<file path="config.mk">
export PLATFORM = sky130hd
export DESIGN_NAME = fetch_pc_redirect
export DESIGN_NICKNAME = d
export VERILOG_FILES = /design/src/rtl/rv32i_pkg.sv /design/src/rtl/branch_target_adder.sv /design/src/rtl/fetch_pc_redirect.sv
export SDC_FILE = /design/constraint.sdc
export NUM_CORES = 1
export LEC_CHECK = 0
export CAP_MARGIN = 20
export CORE_ASPECT_RATIO = 0.8
export CORE_MARGIN = 2
export CORE_UTILIZATION = 48
export CTS_CLUSTER_DIAMETER = 200
export DETAILED_ROUTE_END_ITERATION = 10
export PLACE_DENSITY = 0.86
export SYNTH_ARGS = -nofsm -noshare
export SYNTH_HDL_FRONTEND = slang
export SYNTH_SLANG_ARGS = --single-unit
</file>
<file path="constraint.sdc">
create_clock -name clk -period 2.44 [get_ports clk]
set_clock_uncertainty 0.1 [all_clocks]
set_input_delay 0.488 -clock clk [delete_from_list [all_inputs] [get_ports clk]]
set_output_delay 0.488 -clock clk [all_outputs]
set_load 0.03 [all_outputs]
</file>
<file path="src/rtl/rv32i_pkg.sv">
// Shared RV32I front-end definitions: ISA constants, fetch FSM encoding, bubble-counter width.
// Latency: n/a (types and constants only).
// Backpressure: n/a.
package rv32i_pkg;

    localparam int          XLEN        = 32;
    localparam int          INSTR_BYTES = 4;
    localparam logic [6:0]  OPC_BRANCH  = 7'b1100011;

    // Wide enough for the largest legal bubble count (7).
    localparam int          BUB_CNT_W   = 3;

    typedef enum logic [1:0] {
        ST_BOOT  = 2'd0,
        ST_RUN   = 2'd1,
        ST_FLUSH = 2'd2
    } fetch_state_e;

endpackage

</file>
<file path="src/rtl/branch_target_adder.sv">
// Sign-extends a halfword-scaled immediate and adds it to a base PC (branch or JAL targets).
// Latency: combinational.
// Backpressure: none.
module branch_target_adder
    import rv32i_pkg::*;
#(
    parameter int IMM_W = 12
) (
    input  logic [XLEN-1:0]  base_pc,
    input  logic [IMM_W-1:0] imm,
    output logic [XLEN-1:0]  target
);

    logic [XLEN-1:0] offset;

    // imm holds bits [IMM_W:1] of the byte offset; bit 0 is implicitly zero.
    assign offset = {{(XLEN-IMM_W-1){imm[IMM_W-1]}}, imm, 1'b0};
    assign target = base_pc + offset;

endmodule

</file>
<file path="src/rtl/fetch_pc_redirect.sv">
// Fetch PC owner: +4 per accepted fetch, redirect on EX taken branch with IF/ID + ID/EX flush.
// Latency: redirect/flush combinational; new PC presented next cycle after REDIRECT_BUBBLES bubbles.
// Backpressure: if_ready_i low or stall_i high holds the PC; optional trap under MISALIGN_TRAP_EN.
module fetch_pc_redirect
    import rv32i_pkg::*;
#(
    parameter logic [31:0] RESET_PC         = 32'h0000_0000,
    parameter int          REDIRECT_BUBBLES = 2
) (
    input  logic        clk,
    input  logic        rst_n,
    input  logic        stall_i,
    input  logic        ex_valid_i,
    input  logic        ex_branch_i,
    input  logic [31:0] ex_pc_i,
    input  logic [11:0] ex_deviation_i,
    input  logic        if_ready_i,
    output logic [31:0] if_pc_o,
    output logic        if_valid_o,
    output logic        flush_if_id_o,
    output logic        flush_id_ex_o,
    output logic        redirect_o,
    output logic        misalign_o,
    output logic [31:0] mtval_o
);

    localparam logic [BUB_CNT_W-1:0] BUB_INIT = BUB_CNT_W'(REDIRECT_BUBBLES);

    fetch_state_e         state_q;
    logic [BUB_CNT_W-1:0] bub_cnt_q;
    logic [XLEN-1:0]      pc_q;

    logic [XLEN-1:0]      target;
    logic [XLEN-1:0]      load_pc;
    logic                 take;
    logic                 target_bad;
    logic                 do_redirect;
    logic                 advance;

    branch_target_adder #(.IMM_W(12)) u_target (
        .base_pc (ex_pc_i),
        .imm     (ex_deviation_i),
        .target  (target)
    );

    assign take = ex_valid_i & ex_branch_i & (state_q != ST_BOOT);

`ifdef MISALIGN_TRAP_EN
    assign target_bad = target[1];
    assign load_pc    = target;
`else
    // Without the trap, a halfword-aligned target is silently rounded down to a word.
    assign target_bad = 1'b0;
    assign load_pc    = target & ~32'h0000_0002;
`endif

    assign do_redirect = take & ~target_bad;
    assign advance     = (state_q == ST_RUN) & if_ready_i & ~stall_i & ~take;

    always_ff @(posedge clk or negedge rst_n) begin
        if (!rst_n) begin
            state_q   <= ST_BOOT;
            bub_cnt_q <= '0;
            pc_q      <= RESET_PC;
        end else begin
            case (state_q)
                ST_BOOT: state_q <= ST_RUN;
                default: begin
                    if (do_redirect) begin
                        pc_q      <= load_pc;
                        state_q   <= ST_FLUSH;
                        bub_cnt_q <= BUB_INIT;
                    end else begin
                        if (advance)
                            pc_q <= pc_q + XLEN'(INSTR_BYTES);
                        // Bubbles drain even under stall so imem refill time is not extended.
                        if (state_q == ST_FLUSH) begin
                            bub_cnt_q <= bub_cnt_q - 1'b1;
                            if (bub_cnt_q <= BUB_CNT_W'(1))
                                state_q <= ST_RUN;
                        end
                    end
                end
            endcase
        end
    end

`ifdef MISALIGN_TRAP_EN
    logic        misalign_q;
    logic [31:0] mtval_q;

    always_ff @(posedge clk or negedge rst_n) begin
        if (!rst_n) begin
            misalign_q <= 1'b0;
            mtval_q    <= '0;
        end else begin
            misalign_q <= take & target_bad;
            if (take & target_bad)
                mtval_q <= target;
        end
    end

    assign misalign_o = misalign_q;
    assign mtval_o    = mtval_q;
`else
    assign misalign_o = 1'b0;
    assign mtval_o    = '0;
`endif

    assign if_pc_o       = pc_q;
    assign if_valid_o    = (state_q == ST_RUN);
    assign flush_if_id_o = take;
    assign flush_id_ex_o = take;
    assign redirect_o    = do_redirect;

endmodule
</file>
==> Yosys cells after proc, flatten, opt, wreduce, memory -nomap -nowiden <==
Cells that the tools add are included.
{ "totals": {"latch_bits": 0, "n_memories": 0, "out_inout_bits": 69, "mem_bits_ro": 0, "elab_cells": 34, "mem_bits_rw": 0, "inputBits": 50, "reg_bits": 37} }
{ "op_classes": {"n_lt_le_gt_ge": 1, "n_reduce_logical": 9, "n_mux": 8, "div_mod_pow": 0, "n_eq_ne": 2, "n_mul": 0, "n_shift": 0, "n_bitwise": 8, "add_sub_neg": 3} }
{ "ops": {"columns": ["operator", "n"], "rows": [
  ["32-bit two-way mux", 2],
  ["32-bit by 3-bit adder with 32-bit output (second input constant)", 1],
  ["32-bit adder", 1],
  ["2-bit two-way mux", 4],
  ["3-bit two-way mux", 2],
  ["2-bit AND reduction", 3],
  ["2-bit nonzero test", 3],
  ["3-bit nonzero test", 2],
  ["1-bit bitwise AND", 5],
  ["3-bit by 1-bit <= comparator with 1-bit output (second input constant)", 1],
  ["1-bit inverter", 3],
  ["3-bit by 1-bit subtractor with 3-bit output (second input constant)", 1],
  ["2-bit by 1-bit == test with 1-bit output (second input constant)", 1],
  ["2-bit == test (second input constant)", 1],
  ["2-bit zero test", 1]
]} }

==> Depth between registers and ports, before layout <==
{ "logic_depth": {"ltp_word": 6, "mapped_depth": 10, "mapped_depth_nobuf": 10} }

==> Cells and area by module <==
A second synthesis with hierarchy kept.
{ "unflattened": {"cells_unflattened": 559, "hier_area_um2": 4284.1} }
{ "by_module_without_submodules": {"columns": ["module", "cells_per_inst", "area_each_um2", "instances", "seq_area_each_um2"], "rows": [
  ["fetch_pc_redirect", 282, 2408.6, 1, 900.9],
  ["branch_target_adder", 277, 1875.5, 1, 0.0]
]} }

==> Worst setup path before layout <==
OpenSTA, ideal clock, no wires.
{ "synth_timing": {"kind": "input-to-reg", "start": "input port ex_pc_i[7]", "end": "register pc_q[26] (netlist: if_pc_o[26])", "setup_ns": 0.125, "arrival_ns": 2.490, "required_ns": 2.215, "setup_slack_ns": -0.275, "stages": 9, "n_path_buf": 0, "cell_sequence": "ha_1 -> a21o_1 -> a221o_1 -> o21ai_2 -> o211ai_4 -> a311oi_4 -> o31ai_2 -> xor2_1 -> mux2_2"} }
{ "synth_via": {"elab_chain_cells": 2} }
{ "synth_rtl": {"columns": ["element", "line", "source"], "rows": [
  ["start: declaration", "fetch_pc_redirect.sv:15", "input logic [31:0] ex_pc_i,"],
  ["32-bit adder", "branch_target_adder.sv:18", "assign target = base_pc + offset;"],
  ["32-bit two-way mux", "fetch_pc_redirect.sv:69", "if (do_redirect) begin"],
  ["end signal: assignment", "fetch_pc_redirect.sv:70", "pc_q <= load_pc;"],
  ["end signal: assignment", "fetch_pc_redirect.sv:75", "pc_q <= pc_q + XLEN'(INSTR_BYTES);"],
  ["end: declaration", "fetch_pc_redirect.sv:31", "logic [XLEN-1:0] pc_q;"]
]} }
Every way passes these cells.
A chain may end at the register's enable or synchronous reset.

==> Final worst setup path <==
{ "layout_timing": {"start": "input port ex_pc_i[2]", "end": "register pc_q[26] (netlist: if_pc_o[26])"} }
Same word-level chain as after synthesis.

==> metrics.yaml <==
status: "complete, but fails checks"
violations: "negative setup slack"
routedWlPerCell_um: 18.0
finalNetCount: 767
register_area_um2: 902
holdCritStartpoint: "if_pc_o[0]"
syn_area_per_cell_um2: 7.96
crit_required_ps: 2530
num_rows: 29
cts_sinks: 36
power_density_nw_per_um2: 751
worst_ir_drop_vdd_mv: 0.463
via_per_inst: 5.73
max_freq_ghz: 0.391
synth_top_family_by_area: "compound AO/OA/AOI/OAI gates"
period_share: 1.05
die_y_um: 84.5
min_path_type: "register to register"
syn_inst: 489
num_io_pins: 119
stdcell_count: 793
cts_made_buffers: 5
r2r-start: "state_q[1]"
total_power_mw: 4.77
vias: 4542
cp_cell_sequence: "clkbuf_2 > buf_6 > ha_4 > nand4_1 > a211oi_2 > o21ai_4 > o211ai_4 > a311oi_4 > o31ai_2 > xor2_1 > mux2_4"
die_area_um2: 8850
drtPass1Iterations: 5
core_area_um2: 7910
synth-compound-area-share: 0.233
drtAntennaViolNets: 0
first_iter_violations: 379
rrSetupSlack_ps: 60
die_x_um: 105
multi_input_area_um2: 3380
grt_pass1_vias: 4260
p_leak_nw: 2.90
worstPathMaxFanout: 3
hold_end: "if_pc_o[0]"
setup_viol: 5
grt_antenna_before_repair: 0
cp-start-kind: "input port"
path_clk_slew_ps: 70
end_kind: "register"
grt_pass1_wl_mm: 19.9
grt_max_degree: 37
hold_viol: 0
place_worst_setup_slack_ps: -801
cp_slowest_cell: "o211ai_4"
grt.overflow.total: 0
drive_gt1_frac: 0.355
cts.root.buffer_cell: "clkbuf_8"
clk_path_buf_depth: 2
synth_ff_type: "dfrtp_1"
dpl_cell_area_um2: 5540
drt_wl_total_mm: 14.3
maxSlewViolCount: 0
synth_fa_ha_area_frac: 0.108
synth_seq_cells: 36
synth_area_um2: 3890
hold_depth: 2
yosysWarnings: 0
initial_core_util: 0.492
design_area_um2: 6360
fin_crit_ps: 2560
gp_congestion: 0.864
dp.cells: 768
use_met1: 0.320
grt.total_usage: 0.272
cap_violations: 0
nFillCells: 466
holdBufCountCts: 0
place_hpwl_mm: 9.15
utilization: 0.804
seq_area_frac_synth: 0.231
crit_type: "input port to register"
synth_mux_area_frac: 0.0186
busiest_layer: "met2"
gr-usage-met2: 0.504
htreeDepth: 2
n_antenna_cell: 0
port_buffers: 84
gr-usage-met3: 0.0559
synth_edf_count: 0
synth_cell_types: 58
arrival_ps: 2650
synthArstFlopShare: 1.00
clock_latency_ps: 300
max_stage_delay_ps: 300
ff2ff_path_depth: 9
areaGrowthSynthToFinish_pct: 63.3
cts_tree: "done"
rr_endpoint: "if_pc_o[19]"
synth-simple-area-share: 0.187
drc: 0
grt_setup_unrepaired: "true"
synth_xor_area_frac: 0.119
fin_ws_ps: -118
worst max-delay path, delay by kind of cell:
family	cells	cell delay, ps
compound gates	5	1120
xor+xnor	1	150
fa+ha+maj	1	240
buf+inv	2	210
mux	1	290
simple gates	1	130
cells by family after synthesis:
kind of cell    Yosys count
compound gates          140
xor+xnor                 53
fa+ha+maj                33
buf+inv                  68
flops                    36
mux                       7
other cells               1
simple gates            151
state kept, by name, summed over array words and instances (netlist names):
register	flops
bub_cnt_q	3
if_pc_o	31
state_q	2
stage by stage:
step                      TNS, ps  hold WS [ps]
after floorplan             -70.7          92.4
after global placement     -12560           363
after detailed placement   -13990           386
after CTS                    -404           409
after global routing         -953           439
final                        -301           429
how the worst max path moves through the flow:
stage	start	end	slack (ps)	cells past startpoint
after floorplan	ex_pc_i[5]	if_pc_o[26]	-40	9
after global placement	ex_pc_i[5]	if_pc_o[24]	-720	10
after detailed placement	ex_pc_i[5]	if_pc_o[24]	-800	10
after CTS	ex_pc_i[7]	if_pc_o[26]	-150	10
after global routing	ex_pc_i[20]	if_pc_o[30]	-200	10
final	ex_pc_i[2]	if_pc_o[26]	-120	11
layout make-up:
type	count	share of cell area
Clock buffer	8	0.0142
Inverter	15	0.00886
Multi-Input combinational cell	418	0.532
Sequential cell	36	0.142
Tap cell	108	0.0213
Timing Repair Buffer	208	0.282
power breakdown:
group	switching (mW)	leakage (nW)	internal [mW]
Clock	0.226	0.0455	0.230
Combinational	1.74	2.42	1.37
Sequential	0.338	0.434	0.876
per-layer routing:
metal  wire, um  up-vias
met2       7310      220
met3        935       62
met5          0        -
met4        575        0
li1           -     2082
met1       5480     2178
cell usage after synthesis, types with 4 or more instances:
cell type,number,area [um2]
xnor2_1,28,245
xor2_1,25,219
nor4_1,4,25.0
nand2_1,53,199
a211oi_1,7,52.6
o31ai_1,5,37.5
o21ai_0,44,220
clkbuf_1,14,52.6
a21o_1,17,128
mux2i_1,5,50.1
buf_4,36,270
nand4_1,11,68.8
dfrtp_1,36,901
a21oi_1,29,145
o21a_1,4,30.0
inv_1,15,56.3
nand2b_1,4,25.0
nand3_1,19,95.1
ha_1,32,400
o21bai_1,4,30.0
nor3_1,7,35.0
a31oi_1,6,37.5
o211ai_1,4,30.0
nor2_1,30,113
timing repair:
action / 4_1_cts / 5_1_grt
buffers inserted: 11 / 5
resized for setup: 115 / 86
gates cloned: 0 / 1
endpoints found under the setup margin: 23 / 16
pin swaps: 46 / 50
placed cells by master (no fill, tap or decap), types with 5 or more instances in the layout:
master	instances
mux2i_1	5
buf_6	14
dlygate4sd2_1	5
a21o_1	17
nand3_1	12
dfrtp_1	35
nand3_2	7
xor2_1	22
conb_1	34
nand4_1	11
dlymetal6s2s_1	8
inv_1	14
o21ai_2	7
nor2_1	29
ha_4	19
o21ai_1	10
o21ai_0	30
buf_4	117
nor3_1	5
clkbuf_8	6
clkbuf_2	8
clkdlybuf4s50_1	48
a21oi_2	10
ha_1	13
xnor2_1	26
a21oi_1	15
nand2_1	49
No activity file was read; power rests on OpenSTA's default activity.
